===== src/rtl/ofdm_rx_byte_packer_pkg.sv =====
// Shared types and constants for the OFDM RX byte packer.
package ofdm_rx_pkg;

  typedef logic [1:0] pair_t;
  typedef logic [7:0] byte_t;

  typedef enum logic {
    IDLE,
    COLLECT
  } packer_state_t;

  localparam int pairs_per_byte_c = 4;

endpackage


===== src/rtl/ofdm_rx_byte_packer_if.sv =====
// Bit-pair input stream and valid/ready byte output of the packer.
interface ofdm_rx_byte_packer_if;
  import ofdm_rx_pkg::*;

  pair_t rx_rcv_data;
  logic  rx_rcv_data_valid;
  logic  rx_rcv_data_start;
  byte_t byte_data;
  logic  byte_valid;
  logic  byte_ready;

  modport master (
    output rx_rcv_data,
    output rx_rcv_data_valid,
    output rx_rcv_data_start,
    output byte_ready,
    input  byte_data,
    input  byte_valid
  );

  modport slave (
    input  rx_rcv_data,
    input  rx_rcv_data_valid,
    input  rx_rcv_data_start,
    input  byte_ready,
    output byte_data,
    output byte_valid
  );

endinterface


===== src/rtl/ofdm_rx_byte_packer_fifo.sv =====
// Synchronous byte FIFO; a push into a full FIFO succeeds only alongside a pop.
module sync_byte_fifo
  import ofdm_rx_pkg::*;
#(
  parameter int depth_c = 4
) (
  input  logic  clk,
  input  logic  rstn,
  input  logic  clear,
  input  logic  push,
  input  byte_t push_data,
  input  logic  pop,
  output byte_t head,
  output logic  full,
  output logic  empty
);

  localparam int aw_c = $clog2(depth_c);

  // Pointers carry one extra wrap bit to tell full from empty.
  logic [aw_c:0] wr_ptr;
  logic [aw_c:0] rd_ptr;
  byte_t         mem [depth_c];
  logic          do_push;
  logic          do_pop;

  assign empty   = (wr_ptr == rd_ptr);
  assign full    = (wr_ptr[aw_c] != rd_ptr[aw_c]) &&
                   (wr_ptr[aw_c-1:0] == rd_ptr[aw_c-1:0]);
  assign do_pop  = pop && !empty;
  assign do_push = push && (!full || do_pop);
  assign head    = mem[rd_ptr[aw_c-1:0]];

  always_ff @(posedge clk) begin
    if (!rstn || clear) begin
      wr_ptr <= '0;
      rd_ptr <= '0;
    end else begin
      if (do_push) wr_ptr <= wr_ptr + 1'b1;
      if (do_pop)  rd_ptr <= rd_ptr + 1'b1;
    end
  end

  always_ff @(posedge clk) begin
    if (do_push) mem[wr_ptr[aw_c-1:0]] <= push_data;
  end

endmodule


===== src/rtl/ofdm_rx_byte_packer.sv =====
// Packs QPSK bit pairs MSB-first into bytes per OFDM symbol, buffers them in
// a small FIFO and reports symbol completion, truncation and overflow.
module ofdm_rx_byte_packer
  import ofdm_rx_pkg::*;
#(
  parameter int carrier_count_c      = 32,
  parameter int rcv_data_width_c     = 2,
  parameter int fifo_depth_c         = 4,
  parameter int symbol_count_width_c = 16
) (
  input  logic                            sys_clk,
  input  logic                            sys_rstn,
  input  logic                            sys_init,
  ofdm_rx_byte_packer_if.slave            bus,
  output logic                            symbol_done,
  output logic [symbol_count_width_c-1:0] symbol_count,
  output logic                            err_short_symbol,
  output logic                            err_overflow
);

  localparam int idx_w_c = $clog2(carrier_count_c + 1);
  localparam logic [idx_w_c-1:0] last_idx_c  = idx_w_c'(carrier_count_c);
  localparam logic [idx_w_c-1:0] per_byte_c  = idx_w_c'(pairs_per_byte_c);

  packer_state_t      state;
  packer_state_t      next_state;
  logic [idx_w_c-1:0] pair_idx;
  logic [idx_w_c-1:0] pair_idx_inc;
  byte_t              shift_reg;
  byte_t              next_byte;
  logic [1:0]         slot;
  logic [2:0]         slot_lsb;
  logic               clear;
  logic               accept;
  logic               restart;
  logic               advance;
  logic               push;
  logic               sym_complete;
  logic               short_hit;
  logic               fifo_full;
  logic               fifo_empty;
  logic               fifo_pop;
  byte_t              fifo_head;

  assign clear        = !sys_rstn || sys_init;
  assign accept       = bus.rx_rcv_data_valid;
  assign pair_idx_inc = pair_idx + 1'b1;
  assign slot         = 2'(pair_idx % per_byte_c);
  assign slot_lsb     = 3'((pairs_per_byte_c - 1 - int'(slot)) * rcv_data_width_c);

  always_ff @(posedge sys_clk) begin
    if (clear) state <= IDLE;
    else       state <= next_state;
  end

  always_comb begin
    next_state = state;
    unique case (state)
      IDLE:    if (accept && bus.rx_rcv_data_start) next_state = COLLECT;
      COLLECT: if (sym_complete) next_state = IDLE;
      default: next_state = IDLE;
    endcase
  end

  // Slot 0 of each byte starts from a clean byte so stale pairs never leak.
  always_comb begin
    restart      = 1'b0;
    advance      = 1'b0;
    push         = 1'b0;
    sym_complete = 1'b0;
    short_hit    = 1'b0;
    next_byte    = (slot == 2'd0) ? '0 : shift_reg;
    next_byte[slot_lsb +: rcv_data_width_c] = bus.rx_rcv_data;
    unique case (state)
      IDLE: begin
        if (accept && bus.rx_rcv_data_start) restart = 1'b1;
      end
      COLLECT: begin
        if (accept && bus.rx_rcv_data_start) begin
          restart   = 1'b1;
          short_hit = 1'b1;
        end else if (accept) begin
          advance = 1'b1;
          if ((pair_idx_inc % per_byte_c) == '0) push = 1'b1;
          if (pair_idx_inc == last_idx_c) sym_complete = 1'b1;
        end
      end
      default: ;
    endcase
  end

  always_ff @(posedge sys_clk) begin
    if (clear) begin
      shift_reg        <= '0;
      pair_idx         <= '0;
      symbol_done      <= 1'b0;
      symbol_count     <= '0;
      err_short_symbol <= 1'b0;
      err_overflow     <= 1'b0;
    end else begin
      if (restart) begin
        shift_reg <= {bus.rx_rcv_data, 6'b0};
        pair_idx  <= idx_w_c'(1);
      end else if (advance) begin
        shift_reg <= next_byte;
        pair_idx  <= sym_complete ? '0 : pair_idx_inc;
      end
      symbol_done <= sym_complete;
      if (sym_complete) symbol_count <= symbol_count + 1'b1;
      if (short_hit) err_short_symbol <= 1'b1;
      if (push && fifo_full && !bus.byte_ready) err_overflow <= 1'b1;
    end
  end

  assign fifo_pop       = !fifo_empty && bus.byte_ready;
  assign bus.byte_valid = !fifo_empty;
  assign bus.byte_data  = fifo_empty ? '0 : fifo_head;

  sync_byte_fifo #(
    .depth_c (fifo_depth_c)
  ) u_fifo (
    .clk       (sys_clk),
    .rstn      (sys_rstn),
    .clear     (sys_init),
    .push      (push),
    .push_data (next_byte),
    .pop       (fifo_pop),
    .head      (fifo_head),
    .full      (fifo_full),
    .empty     (fifo_empty)
  );

endmodule

===== src/flat_wrapper.sv =====
// flat-port wrapper written by rule: the top's interface ports become plain ports
module ofdm_rx_byte_packer_flat import ofdm_rx_pkg::*;
#(
  parameter int carrier_count_c      = 32,
  parameter int rcv_data_width_c     = 2,
  parameter int fifo_depth_c         = 4,
  parameter int symbol_count_width_c = 16
)
  (sys_clk, sys_rstn, sys_init, symbol_done, symbol_count, err_short_symbol, err_overflow, bus_rx_rcv_data, bus_rx_rcv_data_valid, bus_rx_rcv_data_start, bus_byte_ready, bus_byte_data, bus_byte_valid);
  ofdm_rx_byte_packer_if bus_i ();
  input  logic sys_clk;
  input  logic sys_rstn;
  input  logic sys_init;
  output logic symbol_done;
  output logic [symbol_count_width_c-1:0] symbol_count;
  output logic err_short_symbol;
  output logic err_overflow;
  input wire logic [$bits(bus_i.rx_rcv_data)-1:0] bus_rx_rcv_data;
  input wire logic [$bits(bus_i.rx_rcv_data_valid)-1:0] bus_rx_rcv_data_valid;
  input wire logic [$bits(bus_i.rx_rcv_data_start)-1:0] bus_rx_rcv_data_start;
  input wire logic [$bits(bus_i.byte_ready)-1:0] bus_byte_ready;
  output wire logic [$bits(bus_i.byte_data)-1:0] bus_byte_data;
  output wire logic [$bits(bus_i.byte_valid)-1:0] bus_byte_valid;
  assign bus_i.rx_rcv_data = bus_rx_rcv_data;
  assign bus_i.rx_rcv_data_valid = bus_rx_rcv_data_valid;
  assign bus_i.rx_rcv_data_start = bus_rx_rcv_data_start;
  assign bus_i.byte_ready = bus_byte_ready;
  assign bus_byte_data = bus_i.byte_data;
  assign bus_byte_valid = bus_i.byte_valid;
  ofdm_rx_byte_packer #(.carrier_count_c(carrier_count_c), .rcv_data_width_c(rcv_data_width_c), .fifo_depth_c(fifo_depth_c), .symbol_count_width_c(symbol_count_width_c)) u_core (.sys_clk(sys_clk), .sys_rstn(sys_rstn), .sys_init(sys_init), .bus(bus_i), .symbol_done(symbol_done), .symbol_count(symbol_count), .err_short_symbol(err_short_symbol), .err_overflow(err_overflow));
endmodule

===== config.mk =====
export PLATFORM = sky130hd
export DESIGN_NAME = ofdm_rx_byte_packer_flat
export DESIGN_NICKNAME = d
export VERILOG_FILES = /design/src/rtl/ofdm_rx_byte_packer_pkg.sv /design/src/rtl/ofdm_rx_byte_packer_if.sv /design/src/rtl/ofdm_rx_byte_packer_fifo.sv /design/src/rtl/ofdm_rx_byte_packer.sv /design/src/flat_wrapper.sv
export SDC_FILE = /design/constraint.sdc
export NUM_CORES = 1
export LEC_CHECK = 0
export ABC_AREA = 1
export BUFFER_PORTS_ARGS = -buffer_cell sky130_fd_sc_hd__buf_4
export CORE_MARGIN = 5
export CORE_UTILIZATION = 59
export CTS_CLUSTER_DIAMETER = 120
export DETAILED_ROUTE_END_ITERATION = 7
export GPL_TIMING_DRIVEN = 0
export PLACE_DENSITY = 0.79
export RECOVER_POWER = 50
export SLEW_MARGIN = 0
export SYNTH_ARGS = -nofsm -noshare
export SYNTH_HDL_FRONTEND = slang
export SYNTH_SLANG_ARGS = --single-unit

===== constraint.sdc =====
create_clock -name sys_clk -period 2.45 [get_ports sys_clk]
set_clock_uncertainty 0.1 [all_clocks]
set_input_delay 0.49 -clock sys_clk [delete_from_list [all_inputs] [get_ports sys_clk]]
set_output_delay 0.49 -clock sys_clk [all_outputs]
set_load 0.01 [all_outputs]

==> results of run 1 <==
## repair_timing
item                       CTS  global route
pin swaps                    0             2
setup buffers                0             3
gates resized for setup      1            15
setup endpoints to repair   34            39
hold buffers                 0             0
## per-layer routing
| metal | global-route usage | up-vias | wire length [um] |
|---|---|---|---|
| met4 | 0.08525 | 0 | 126 |
| li1 | - | 1566 | - |
| met2 | 0.3883 | 79 | 4221 |
| met3 | 0.04055 | 12 | 326 |
| met1 | 0.2561 | 1491 | 3511 |
| met5 | 0 | - | 0 |
## placed cells by master, fill, tap and decap left out, drive strengths merged
cell / instances
dfxtp: 42
o22ai: 4
o31ai: 2
edfxtp: 32
xor2: 6
a21oi: 32
nand3b: 2
clkinv: 3
o21a: 1
xnor2: 8
and2: 2
nand4: 11
nor3: 2
nand3: 25
o21ai: 24
buf: 30
o32ai: 10
inv: 56
nand2: 97
or2: 2
nor2: 59
clkinvlp: 4
ha: 12
a31oi: 1
clkbuf: 32
a22oi: 1
## stage by stage
step | setup TNS [ps] | power [mW]
detailed placement | -5367 | 1.374
CTS | -6048 | 2.170
global placement | -2655 | 1.373
finish | 0 | 2.160
global route | 0 | 2.226
floorplan | 0 | 1.350
## cell type report
class	instances	area [um2]
multi-input combinational	301	1645
sequential	74	1802
tap	77	96.34
clock inverter	6	35.03
buffer	14	101.3
fill	540	1989
clock buffer	10	127.6
timing repair buffer	38	226.5
inverter	57	217.7
## how the worst max path moves through the flow
stage,start,end,slack [ps]
finish,u_core.pair_idx[1],u_core.u_fifo.mem[3][2],140
global route,u_core.u_fifo.wr_ptr[1],bus_byte_data[5],5
CTS,u_core.pair_idx[1],u_core.u_fifo.mem[0][2],-210
detailed placement,u_core.pair_idx[1],u_core.u_fifo.mem[0][5],-180
global placement,u_core.pair_idx[1],u_core.u_fifo.mem[3][5],-100
floorplan,u_core.pair_idx[1],u_core.u_fifo.mem[0][0],460
## kinds of logic (layout without fill, tap and decap cells)
kind of cell / Yosys count / after routing / share of synthesized area
xor+xnor: 14 / 14 / 0.03283
buf+inv: 71 / 125 / 0.08308
simple gates: 200 / 200 / 0.2415
flops: 74 / 74 / 0.4824
fa+ha+maj: 12 / 12 / 0.04020
compound gates: 75 / 75 / 0.1199
## worst max-delay path, stage by stage, from the launching register on
cell     delay, ps
dfxtp_1        550
ha_1           370
nand4_1        250
inv_1          200
nand2_2        200
nor2_4         320
## power groups by stage
stage | sequential (mW) | combinational [mW] | clock (mW)
after floorplan | 1.31 | 0.0382 | 0
after global placement | 1.31 | 0.0606 | 0
after detailed placement | 1.31 | 0.0619 | 0
after CTS | 1.28 | 0.0623 | 0.824
after global routing | 1.28 | 0.0695 | 0.872
final | 1.28 | 0.0625 | 0.813
==> flow_metrics.tcl, run 1 <==
set metrics [dict create \
    grt_use_total 0.2175 \
    regToRegStartpoint "u_core.pair_idx[1]" \
    syn-num-nets 466 \
    seq_area_frac_synth 0.4824 \
    r2r_setup_slack_ps 140 \
    clkLatencyLatePin_ps 350 \
    crit_arrival_ps 2230 \
    finalNonFillerCells 577 \
    largest_reg_flops 32 \
    drt_wl_total_mm 8.185 \
    ir_worst_vdd_mv 0.3048 \
    period_share 0.9419 \
    rsz0062_at_grt "no" \
    ant_nets 0 \
    yosys_register_bits 74 \
    reg2reg_depth 5 \
    worst_pin_slew_ps 753.7 \
    holdWs_ps 330.5 \
    die_y_um 89.56 \
    viasPerCell 5.456 \
    crit_type "reg2reg" \
    antenna_found_initial 0 \
    cts_root_buf "clkbuf_8" \
    power_leakage_nw 1.719 \
    maxSlewViolCount 0 \
    syn_inst 446 \
    hold_end "u_core.u_fifo.rd_ptr[2]" \
    port_buffers 35 \
    p_per_area_mw_per_mm2 508.0 \
    max_freq_ghz 0.4333 \
    die_x_um 89.56 \
    drive_above_1_share 0.1440 \
    drt_iter0_markers 158 \
    firstDrtPassIters 4 \
    grt_pass1_wl_mm 13.32 \
    critPathCaptureType "flip-flop" \
    clkSlewWorstSetupHoldPaths_ps 80 \
    fin_ws_ps 142.2 \
    final_util 0.6812 \
    initial_core_util 0.5984 \
    async_reset_ff_frac 0 \
    cts_sinks 74 \
    placed_area_mm2 0.004094 \
    nets 515 \
    ys_warn_count 0 \
    slew_headroom 0.4933 \
    comb_power_share 0.029 \
    post-place-cells 558 \
    start_kind "flip-flop" \
    core_area_mm2 0.006241 \
    seqPwrFrac 0.594 \
    synth_top_area_cell "edfxtp_1" \
    hp-class "in2reg" \
    synthFlopType "dfxtp_1" \
    mappedNetlistArea_mm2 0.003735 \
    grt_pass1_vias 2971 \
    cp.required_ps 2380 \
    p_sw_mw 0.4989 \
    layout_min_cycle_time_ps 2308 \
    avgSynthCellArea_um2 8.374 \
    worstHoldStart "bus_byte_ready" \
    sw_frac_of_total 0.2310 \
    row_count 29 \
    io_pins 36 \
    r2r_end "u_core.u_fifo.mem[3][2]" \
    ys_types 35 \
    cts_max_path_buffers 2 \
    synth_top_area_share 0.2573 \
    grt_max_degree 14 \
    cts_made_buffers 9 \
    dp_hpwl_mm 5.676 \
    overflow 0 \
    max_cap_violations 0 \
    whs_path_depth 3 \
    final_area_mm2 0.004252 \
    synth_edf_count 32 \
    diodes 0 \
    hold_violations 0 \
    synth_area_leaders "edfxtp_1 (26%), dfxtp_1 (23%), nand2_1 (9.0%)" \
    status "finished, final reports clean" \
    cts_tree "built" \
    synth_commonest_cells "nand2_1 (90), inv_1 (56), nor2_1 (54)" \
    synth_most_common_cell "nand2_1" \
    internal_power_mw 1.661 \
    gp_congestion 0.8622 \
    die_area_mm2 0.008021 \
    clkPwrFrac 0.377 \
    htree_levels 3 \
    wl_per_cell_um 14.19 \
    setup_viol 0 \
    vias 3148 \
    place_ws_ps -183.6 \
    syn2layout_area_growth_pct 13.84 \
    critPathMaxFanout 8 \
    drc_errors 0 \
]
Note: power is estimated with default switching activity, not from simulation.
==> run 2: changes to the inputs <==
- PLACE_DENSITY: 0.79 -> unset
- PLACE_DENSITY_LB_ADDON: unset -> 0.05
==> run 2 against run 1 <==
Global-route usage shrank 0.49 points. Clock power grew 15%. Hold slack gained 9.5 ps. Cell area grew 0.38%. First-iteration DRC count shrank 18%. Largest power group unchanged. Sequential share of layout area shrank 0.16 points. Highest routed layer unchanged. Non-clock buffer count shrank 2. Routed wire length shrank 2.6%. Register-to-register slack is essentially flat. Cell count shrank 0.35%.
==> flow_metrics.tcl, run 2 (same netlist as run 1, synthesis figures left out) <==
set metrics [dict create \
    status "finished, final reports clean" \
    cts_tree "built" \
    wl_per_cell_um 13.87 \
    clkSlewWorstSetupHoldPaths_ps 80 \
    ant_nets 0 \
    drt_wl_total_mm 7.973 \
    cts_root_buf "clkbuf_8" \
    start_kind "flip-flop" \
    layout_common_cells "nand2_1 (89), inv_1 (55), nor2_1 (53)" \
    drt_iter0_markers 130 \
    rsz0062_at_grt "no" \
    hold_violations 0 \
    max_cap_violations 0 \
    layout_min_cycle_time_ps 2315 \
    final_area_mm2 0.004268 \
    dp_hpwl_mm 5.715 \
    nFillCells 509 \
    cts_max_path_buffers 2 \
    worst_pin_slew_ps 733.9 \
    diodes 0 \
    final_common_cell "nand2_1" \
    setup_viol 0 \
    initial_core_util 0.5984 \
    cts_made_buffers 9 \
    clkLatencyLatePin_ps 350 \
    power_leakage_nw 1.744 \
    die_area_mm2 0.008021 \
    grt_pass1_wl_mm 12.88 \
    cp.required_ps 1860 \
    overflow 0 \
    nets 513 \
    grt_use_total 0.2125 \
    largest_reg_flops 32 \
    cts_sinks 74 \
    syn2layout_area_growth_pct 14.27 \
    core_area_mm2 0.006241 \
    htree_levels 3 \
    slew_headroom 0.5065 \
    p_per_area_mw_per_mm2 534.4 \
    io_pins 36 \
    die_y_um 89.56 \
    grt_max_degree 13 \
    post-place-cells 558 \
    port_buffers 35 \
    critPathCaptureType "output port" \
    die_x_um 89.56 \
    firstDrtPassIters 4 \
    finalNonFillerCells 575 \
    period_share 0.9451 \
    fin_tns_setup_ps 0 \
    drive_above_1_share 0.1446 \
    ir_worst_vdd_mv 0.3456 \
    drc_errors 0 \
    hp-class "in2reg" \
    crit_type "reg2out" \
    placed_area_mm2 0.004094 \
    antenna_found_initial 0 \
    grt_pass1_vias 2837 \
    critPathMaxFanout 10 \
    max_freq_ghz 0.4319 \
    final_util 0.6838 \
    viasPerCell 5.290 \
    crit_arrival_ps 1730 \
    maxSlewViolCount 0 \
    row_count 29 \
    vias 3042 \
    ctsHoldBuffers 0 \
    gp_congestion 0.8468 \
]
-- run 2: changes by cell type in the layout (fill, tap and decap cells not counted), sizes merged --
cell      before  now
buf           30   27
bufinv         0    1
clkbuf        32   34
clkinv         3    4
clkinvlp       4    0
inv           56   57
-- run 2: worst paths after layout --
kind,from,endpoint,slack [ps],depth (start not counted)
hold / removal,bus_byte_ready,u_core.u_fifo.rd_ptr[2],340,3
setup / recovery,u_core.u_fifo.wr_ptr[1],bus_byte_data[2],130,7
hold reg to reg,u_core.err_overflow,u_core.err_overflow,370,1
setup reg to reg,u_core.pair_idx[1],u_core.u_fifo.mem[1][2],150,5
-- run 2: area by class of cell --
cell class	count	area, um2	area share
sequential	74	1802	0.4222
multi-input combinational	301	1650	0.3867
inverter	57	214.0	0.05013
timing repair buffer	36	211.5	0.04955
clock buffer	11	141.4	0.03313
buffer	14	98.84	0.02316
tap	77	96.34	0.02257
clock inverter	5	53.80	0.01261
-- run 2: worst max-delay path, cell delays in order, from the launching register on --
cell and delay [ps]:
dfxtp_1 370, or2_2 290, a21oi_1 170, nand2_1 80
buf_2 200, nand2_1 110, inv_1 40, buf_4 130
-- run 2: timing repair --
item	CTS	global route
endpoints found under the setup margin	34	37
buffers inserted	0	1
pin swaps	0	2
hold endpoints to repair	0	0
gates resized for setup	3	15
-- run 2: power by group --
group | leakage [nW] | internal (mW) | switching [mW]
Sequential | 0.684 | 1.28 | 0.00278
Combinational | 0.957 | 0.0211 | 0.0414
Clock | 0.103 | 0.495 | 0.439
Total | 1.74 | 1.80 | 0.483
-- run 2: through the flow --
| stage | power, mW | hold WS [ps] | setup WS, ps |
|---|---|---|---|
| floorplan | 1.350 | 361.1 | 459.9 |
| global placement | 1.373 | 354.4 | -141.3 |
| detailed placement | 1.375 | 353.8 | -163.1 |
| CTS | 2.296 | 326.0 | -196.4 |
| global route | 2.368 | 326.9 | 16.63 |
| finish | 2.281 | 340.0 | 134.6 |
-- run 2: layer usage --
| layer | wire, um | global-route usage | up-vias |
|---|---|---|---|
| met3 | 316 | 0.03871 | 8 |
| met1 | 3535 | 0.2538 | 1408 |
| met4 | 78 | 0.1042 | 0 |
| met2 | 4042 | 0.3657 | 60 |
| li1 | - | - | 1566 |
| met5 | 0 | 0 | - |
